[src/rtl/vga_timing_gen.sv]
// VGA raster timing generator: pixel-rate strobe, h/v position counters,
// active-low syncs, visible-window flag and a once-per-frame tick.
module vga_timing_gen #(
    parameter int CLK_DIV      = 4,
    parameter int H_TOTAL      = 800,
    parameter int H_SYNC       = 96,
    parameter int H_DISP_START = 144,
    parameter int H_DISP_END   = 783,
    parameter int V_TOTAL      = 525,
    parameter int V_SYNC       = 2,
    parameter int V_DISP_START = 35,
    parameter int V_DISP_END   = 514
) (
    input  logic       clk,
    input  logic       rst,
    output logic       pixel_en,
    output logic [9:0] hCount,
    output logic [9:0] vCount,
    output logic       hSync,
    output logic       vSync,
    output logic       bright,
    output logic       frame_tick
);

    localparam int DIV_W = (CLK_DIV > 1) ? $clog2(CLK_DIV) : 1;

    localparam logic [DIV_W-1:0] DIV_LAST = DIV_W'(CLK_DIV - 1);
    localparam logic [DIV_W-1:0] DIV_ONE  = DIV_W'(1);

    localparam logic [9:0] H_LAST    = 10'(H_TOTAL - 1);
    localparam logic [9:0] V_LAST    = 10'(V_TOTAL - 1);
    localparam logic [9:0] H_SYNC_L  = 10'(H_SYNC);
    localparam logic [9:0] V_SYNC_L  = 10'(V_SYNC);
    localparam logic [9:0] H_DS      = 10'(H_DISP_START);
    localparam logic [9:0] H_DE      = 10'(H_DISP_END);
    localparam logic [9:0] V_DS      = 10'(V_DISP_START);
    localparam logic [9:0] V_DE      = 10'(V_DISP_END);
    localparam logic [9:0] CNT_ONE   = 10'd1;

    logic [DIV_W-1:0] div_q, div_d;
    logic [9:0]       h_q, h_d;
    logic [9:0]       v_q, v_d;
    logic             hsync_q, hsync_d;
    logic             vsync_q, vsync_d;
    logic             bright_q, bright_d;
    logic             tick_q, tick_d;
    logic             pix_tick;

    assign pix_tick = (div_q == DIV_LAST);

    always_comb begin
        div_d = pix_tick ? '0 : div_q + DIV_ONE;
        h_d   = h_q;
        v_d   = v_q;
        if (pix_tick) begin
            if (h_q == H_LAST) begin
                h_d = '0;
                v_d = (v_q == V_LAST) ? '0 : v_q + CNT_ONE;
            end else begin
                h_d = h_q + CNT_ONE;
            end
        end

        // Flags are decoded from the next-state counters so that, once
        // registered, they line up with the counters without a cycle of skew.
        hsync_d  = (h_d >= H_SYNC_L);
        vsync_d  = (v_d >= V_SYNC_L);
        bright_d = (h_d >= H_DS) && (h_d <= H_DE) &&
                   (v_d >= V_DS) && (v_d <= V_DE);

        // The edge that leaves the last visible line enters vertical blanking.
        tick_d   = pix_tick && (h_q == H_LAST) && (v_q == V_DE);
    end

    always_ff @(posedge clk) begin
        if (rst) begin
            div_q    <= '0;
            h_q      <= '0;
            v_q      <= '0;
            hsync_q  <= 1'b0;
            vsync_q  <= 1'b0;
            bright_q <= 1'b0;
            tick_q   <= 1'b0;
        end else begin
            div_q    <= div_d;
            h_q      <= h_d;
            v_q      <= v_d;
            hsync_q  <= hsync_d;
            vsync_q  <= vsync_d;
            bright_q <= bright_d;
            tick_q   <= tick_d;
        end
    end

    assign pixel_en   = pix_tick;
    assign hCount     = h_q;
    assign vCount     = v_q;
    assign hSync      = hsync_q;
    assign vSync      = vsync_q;
    assign bright     = bright_q;
    assign frame_tick = tick_q;

endmodule
[config.mk]
export PLATFORM = sky130hd
export DESIGN_NAME = vga_timing_gen
export DESIGN_NICKNAME = d
export VERILOG_FILES = /design/src/rtl/vga_timing_gen.sv
export SDC_FILE = /design/constraint.sdc
export NUM_CORES = 1
export LEC_CHECK = 0
export CORE_AREA = 3 3 61 63
export CTS_BUF_LIST = sky130_fd_sc_hd__clkbuf_4 sky130_fd_sc_hd__clkbuf_8 sky130_fd_sc_hd__clkbuf_16
export CTS_CLUSTER_DIAMETER = 60
export DETAILED_ROUTE_END_ITERATION = 10
export DIE_AREA = 0 0 64 66
export PLACE_DENSITY_LB_ADDON = 0.2
export SLEW_MARGIN = 20
export SYNTH_ARGS = -nofsm -noshare
export SYNTH_HDL_FRONTEND = slang
export SYNTH_SLANG_ARGS = --single-unit
[constraint.sdc]
create_clock -name clk -period 2.6 [get_ports clk]
set_input_delay 0.39 -clock clk [delete_from_list [all_inputs] [get_ports clk]]
set_output_delay 0.39 -clock clk [all_outputs]
set_load 0.005 [all_outputs]
Word level (Yosys, flattened, before mapping)
Index checks and enable logic that the tools add are counted.
- ROM bits: 0
- word-level logic and storage cells: 31
- output and inout bits: 25
- bits of input ports: 2
- latch bits: 0
- bits in registers: 26
- memories kept: 0
- RAM bits: 0
- div/mod/pow operators: 0
- reductions and logical operators: 6
- shift-type cells: 0
- bitwise operators: 0
- mux-type cells: 5
- add/sub/neg operators: 3
- $mul: 0
- order comparisons: 6
- equal/unequal tests: 4
- operators by type and width (operator ; number):
    $mux 10 ; 5
    $eq 10x10->1 const B ; 3
    $add 10x1->10 const B ; 2
    $le 10x10->1 const B ; 2
    $ge 10x2->1 const B ; 1
    $ge 10x6->1 const B ; 1
    $ge 10x7->1 const B ; 1
    $ge 10x8->1 const B ; 1
    $logic_and 1x1->1 ; 5
    $add 2x1->2 const B ; 1
    $eq 2x2->1 const B ; 1
    $reduce_or 2->1 ; 1

Longest topological paths before layout
Gate-level depths: netlist of run 1.
- depth in word-level cells: 7
- depth in mapped cells: 9

Worst setup path before layout of run 1
OpenSTA, ideal clock, no wires.
- kind: reg-to-reg
- start: register h_q[0], in the netlist hCount[0]
- end: register bright_q, in the netlist bright
- data arrival time: 2.551 ns
- clock period less this slack: 2.654 ns
- stages on the path, launching flop included: 9
- required time: 2.497 ns
- path buffers: 1
- slack: -0.054 ns
- setup time: 0.103 ns
- path through: dfxtp_1 > ha_1 > nand2_1 > or4_1 > buf_2 > or4_4 > o211a_2 > a311o_1 > a2111oi_2
- word-level cells in the longest chain between the ends: 7
- elaborated cells on any way between the ends: 13
- ends and longest elaborated chain (element ; line ; source):
    from (decl) ; 41 ; logic [9:0] h_q, h_d;
    from (signal assigned) ; 78 ; h_q <= '0;
    from (signal assigned) ; 86 ; h_q <= h_d;
    $add 10x1->10 or $eq 10x10->1 (tied branches) ; 60, 56 ;
    $mux 10 ; 56 ; if (h_q == H_LAST) begin
    $mux 10 ; 55 ; if (pix_tick) begin
    $ge 10x8->1 or $le 10x10->1 (tied branches) ; 68 ; bright_d = (h_d >= H_DS) && (h_d <= H_DE) &&
    $logic_and 1x1->1 (2 in series) ; 68 ;
    $logic_and 1x1->1 * ; 69 ; (v_d >= V_DS) && (v_d <= V_DE);
    to (signal assigned) ; 90 ; bright_q <= bright_d;
    to (decl) ; 45 ; logic bright_q, bright_d;
Mark *: on every way between the ends. The rest lies on a longest branch, timed or not.
A chain may end at the register's enable or synchronous reset.

Worst setup path in the final report of run 1
- start: register h_q[5], in the netlist hCount[5]
- end: register bright_q, in the netlist bright
The elaborated chain is that of the path after synthesis.

==> impl_metrics.tcl, run 1 <==
set metrics [dict create \
    die_area_um2 4220 \
    path_clk_slew_ps 140 \
    drc 0 \
    fp-row-count 21 \
    antenna_found_initial 0 \
    nFillCells 294 \
    final.setup.tns_ps 0 \
    ir_worst_vdd_uv 213 \
    p_per_area_nw_per_um2 321 \
    core_um2 3280 \
    multi_input_area_um2 963 \
    netlist_area_um2 1500 \
    postRouteAntennaNets 0 \
    dieWidth_um 64 \
    grt_pass1_vias 1407 \
    layout-drive-gt1-share 0.174 \
    finalClockSkew_ps 6.82 \
    cts-buffers-inserted 3 \
    cts_sinks 26 \
    max_cap_viol_count 0 \
    power.total_uw 643 \
    synth-async-reset-ratio 0 \
    status "finished clean" \
    rsz0062_at_grt "no" \
    grt_start_max_net_pins 16 \
    antennaDiodeCount 0 \
    globalplace.congestion 0.873 \
    min_period_over_period 0.976 \
    area.sequential_um2 524 \
    start_util 0.458 \
    port-buffer-count 26 \
    cts_max_level 1 \
    ys_ff_latch 26 \
    grt_pass1_wl_um 6460 \
    fin_worst_hold_slack_ps 439 \
    slew_headroom 0.618 \
    drv_slew 0 \
    path_max_fanout 5 \
    switching_share 0.216 \
    syn_inst 184 \
    clock_power_share 0.322 \
    worstReg2RegStart "hCount[5]" \
    ys.flop_type "dfxtp_1" \
    wl_um 3940 \
    syn_nets 191 \
    clock_latency_ps 320 \
    die_y_um 66 \
    critical_path_arrival_ps 2770 \
    p_leak_uw 0.000680 \
    cts_hold_buf 0 \
    critPathLaunchType "flop" \
    ioPinCount 27 \
    final_nets 232 \
    dpl.hpwl_um 2980 \
    cts.path.max_buffers 2 \
    postSynthAreaPerCell_um2 8.17 \
    finalHoldViolations 0 \
    worstHoldStart "div_q[0]" \
    combinationalPowerShare 0.046 \
    yosysWarnings 0 \
    synthDistinctLibCells 46 \
    grt_use_total 0.188 \
    pwr-share-seq 0.632 \
    intPower_uw 504 \
    syn_to_final_growth_pct 33.2 \
    fin_crit_ps 2540 \
    cts_tree "yes" \
    num_vias 1596 \
    wl_per_cell_um 14.6 \
    viasPerCell 5.91 \
    worstMarginPinSlew_ps 568 \
    drt-initial-drc-count 126 \
    worstPathRequired_ps 2830 \
    grt-ovfl-total 0 \
    p_sw_uw 139 \
    ys_seq_area_frac 0.346 \
    max_freq_mhz 394 \
    cts-root-buf "clkbuf_4" \
    worstSetupPathType "flop to flop" \
    endpoint_kind "flop" \
    hp-class "flop to flop" \
    dr.pass1.iters 5 \
    synth_edf_count 0 \
    critPathLaunch "hCount[5]" \
    finalSetupViolations 0 \
]
## cells in the mapped netlist, drive strengths merged (2+ instances only)
cell     n  area, µm²
buf      2       8.75
o21ai    6       30.0
dfxtp   26        521
nor3b    3       22.5
nand2    9       33.8
o211a    2       20.0
nor4     4       31.3
nand2b   2       12.5
nor2    25       93.8
o22ai    2       12.5
nor3     6       30.0
a211oi   2       15.0
and3     7       43.8
a21oi   13       65.1
inv      5       18.8
and2     3       18.8
xor2     4       35.0
nand4    7       43.8
or4      5       41.3
xnor2    5       43.8
and4     2       17.5
a311oi   2       17.5
a31oi    4       25.0
ha       5       62.6
nand3   10       50.1
clkbuf   7       26.3
## path summary, 6_finish.rpt
check | slack, ps | to | cells after the start
worst min register to register | 440 | div_q[0] | 1
worst min-delay path | 440 | div_q[0] | 1
worst max-delay path | 60 | bright | 6
worst max register to register | 60 | bright | 6
## metrics by stage
| step | cells | worst slack, ps | cell area, µm² | util |
|---|---|---|---|---|
| 2_1_floorplan | 184 | 17.1 | 1510 | - |
| 3_3_place_gp | 266 | 124 | 1940 | 0.589 |
| 3_5_place_dp | 266 | 43.6 | 1940 | 0.589 |
| 4_1_cts | 270 | 8.74 | 1970 | 0.600 |
| 5_1_grt | 270 | 0.423 | 2000 | 0.610 |
| 6_report | 270 | 62.6 | 2000 | 0.610 |
## layer usage
metal | routed length, µm | track usage | share of wire
met1 | 1750 | 0.261 | 0.44
met2 | 1820 | 0.302 | 0.46
met3 | 312 | 0.0306 | 0.079
met4 | 55 | 0.0485 | 0.014
met5 | 0 | 0 | 0
## area by class of cell
cell class / count / share of cell area
flip-flops and latches: 26 / 0.262
clock buffers: 4 / 0.0181
repair buffers: 45 / 0.201
well taps: 46 / 0.0287
inverters: 5 / 0.00937
multi-input cells: 144 / 0.481
## repair_timing
item / 4_1_cts / 5_1_grt
endpoints found under the setup margin: 0 / 1
hold endpoints to repair: 0 / 0
resized for setup: 0 / 6
buffers inserted: 0 / 0
## power by group through the flow
stage	Sequential (µW)	Combinational, µW	Clock [µW]
global route	407	34.0	223
CTS	406	29.6	216
global placement	415	28.7	0
finish	407	29.7	207
detailed placement	415	29.3	0
floorplan	416	14.7	0
## flip-flops by register name, summed over array words and instances, names as in the netlist
register    flops
bright          1
div_q           2
frame_tick      1
hCount         10
hSync           1
vCount         10
vSync           1
## critical path, stage by stage, from the launching register on
cell,delay [ps]
dfxtp_2,350
nand4bb_4,250
or4_4,540
or4_4,520
o211a_2,150
a311o_1,340
a2111oi_2,290
## cell usage in the layout, fill, tap and decap left out, types with 6 or more instances in the layout
cell type / instances
clkdlybuf4s50_1: 26
nor2_1: 25
dfxtp_1: 23
buf_4: 19
a21oi_1: 13
nand3_1: 10
nand2_1: 8
nand4_1: 7
and3_1: 7
nor3_1: 6
o21ai_0: 6
## cell families after synthesis
logic type	Yosys count	synth area share
AOI/OAI and AO/OA	40	0.180
xor gates and xnor gates	9	0.0524
adders and majority gates	5	0.0416
buffers and inverters	14	0.0358
DFF	26	0.346
muxes	1	0.00666
and+or+nand+nor	89	0.338
Power figures use the tool's default switching activity.
==> run 2, diff against run 1 <==
Settings changed: GPL_ROUTABILITY_DRIVEN from default to 0.
==> run 2 against run 1 <==
Maximum frequency grew 1.5%. Power grew 2.0%. Critical endpoint unchanged. Critical path depth grew 1. Global-route usage grew 0.85 points. Die area is the same. Highest routed layer unchanged.
==> impl_metrics.tcl, run 2 (same netlist as run 1, synthesis figures left out) <==
set metrics [dict create \
    postRouteAntennaNets 0 \
    cpPeakStageDelay_ps 500 \
    layout-drive-gt1-share 0.204 \
    hold_depth 1 \
    dr.pass1.iters 4 \
    drt-initial-drc-count 82 \
    cp_num_cells 7 \
    cts-buffers-inserted 3 \
    max_freq_mhz 400 \
    grt-ovfl-total 0 \
    cp.buffers_inverters 0 \
    final.setup.tns_ps 0 \
    fin_crit_ps 2500 \
    mostFrequentLayoutCell "clkdlybuf4s50_1" \
    wl_um 4190 \
    dieWidth_um 64 \
    worstHoldStart "div_q[0]" \
    critical_path_arrival_ps 2750 \
    drc 0 \
    slew_headroom 0.635 \
    hp-class "flop to flop" \
    cts_max_level 1 \
    final_cell_mix "26 x clkdlybuf4s50_1, 25 x nor2_1, 20 x buf_4" \
    finalClockSkew_ps 5.64 \
    ir_worst_vdd_uv 188 \
    path_max_fanout 8 \
    nFillCells 282 \
    num_vias 1584 \
    crit_family "compound AO/OA/AOI/OAI gates" \
    finalSetupViolations 0 \
    cts-root-buf "clkbuf_4" \
    worstSetupPathType "flop to flop" \
    worstMarginPinSlew_ps 544 \
    path_clk_slew_ps 140 \
    port-buffer-count 26 \
    dpl.hpwl_um 2980 \
    viasPerCell 5.85 \
    cts_tree "yes" \
    max_cap_viol_count 0 \
    p_per_area_nw_per_um2 320 \
    cts.path.max_buffers 2 \
    crit_slowest_cell "or4_1" \
    grt_pass1_vias 1446 \
    rr_endpoint "bright" \
    die_area_um2 4220 \
    reg2reg_slack_ps 100 \
    syn_to_final_growth_pct 36.5 \
    fp-row-count 21 \
    wl_per_cell_um 15.4 \
    min_period_over_period 0.962 \
    grt_pass1_wl_um 6630 \
    die_y_um 66 \
    cts_sinks 26 \
    drv_slew 0 \
    status "finished clean" \
    min_to "div_q[0]" \
    grt_start_max_net_pins 16 \
    worstReg2RegStart "vCount[1]" \
    antenna_found_initial 0 \
    path_cells "ha_2 > nand3_1 > or4_1 > nor3b_1 > o211a_1 > a311o_1 > a2111oi_4" \
    finalHoldViolations 0 \
    endpoint_kind "flop" \
    dp_slack_ps 35.1 \
    cts_hold_buf 0 \
    power.total_uw 656 \
    critPathLaunchType "flop" \
    rsz0062_at_grt "no" \
    ioPinCount 27 \
    p_leak_uw 0.000688 \
    fin_worst_hold_slack_ps 449 \
    start_util 0.458 \
    grt_use_total 0.197 \
    worstPathRequired_ps 2850 \
    fin_ws_ps 99.5 \
    antennaDiodeCount 0 \
    worstRegToRegCells 7 \
    clock_latency_ps 340 \
    core_um2 3280 \
    final_nets 233 \
]
[run 2: per-stage QoR]
step / cells / utilization / area, µm²
floorplan: 184 / - / 1510
global placement: 266 / 0.589 / 1940
global route: 271 / 0.625 / 2050
CTS: 271 / 0.604 / 1980
finish: 271 / 0.625 / 2050
detailed placement: 266 / 0.589 / 1940
[run 2: area by class of cell]
class / count / area, µm² / share of cell area
clock buffers: 4 / 36.3 / 0.0177
inverters: 5 / 18.8 / 0.00914
multi-input cells: 144 / 1000 / 0.488
flip-flops and latches: 26 / 529 / 0.258
well taps: 46 / 57.6 / 0.0280
repair buffers: 46 / 410 / 0.200
[run 2: power by group]
part	switching, µW	leakage [µW]	internal [µW]	total [µW]
clock network	129	0.0000210	86.1	215
logic	16.0	0.000454	16.4	32.4
registers	4.43	0.000213	404	409
total	150	0.000688	507	656
[run 2: worst register-to-register path: stages, from the launching register on]
cell,delay (ps)
dfxtp_2,430
ha_2,270
nand3_1,90
or4_1,500
nor3b_1,190
o211a_1,270
a311o_1,310
a2111oi_4,350
[run 2: layer usage]
layer / up-vias / part of all wire / track usage / routed length (µm)
met4: 0 / 0.020 / 0.0889 / 85
met3: 9 / 0.061 / 0.0221 / 254
li1: 780 / - / - / -
met1: 727 / 0.45 / 0.254 / 1870
met2: 68 / 0.47 / 0.328 / 1980
met5: - / 0 / 0 / 0
[run 2: worst max-delay path by stage]
stage,from,end,slack [ps]
2_1_floorplan,hCount[0],bright,20
3_3_place_gp,hCount[5],bright,130
3_5_place_dp,hCount[1],bright,40
4_1_cts,hCount[5],bright,30
5_1_grt,vCount[1],bright,10
6_report,vCount[1],bright,100
[run 2: what timing repair did]
item                                    4_1_cts  5_1_grt
resized for setup                             1       14
cloned                                        0        0
buffers inserted                              1        0
pin swaps                                     0        4
endpoints found under the setup margin        1        1
==> run 3, diff against run 2 <==
Settings changed: SKIP_LAST_GASP from default to 1, SLEW_MARGIN 20 to default.
==> results of run 3 <==
Final layout, timing and power as in run 2 (identical DEF).
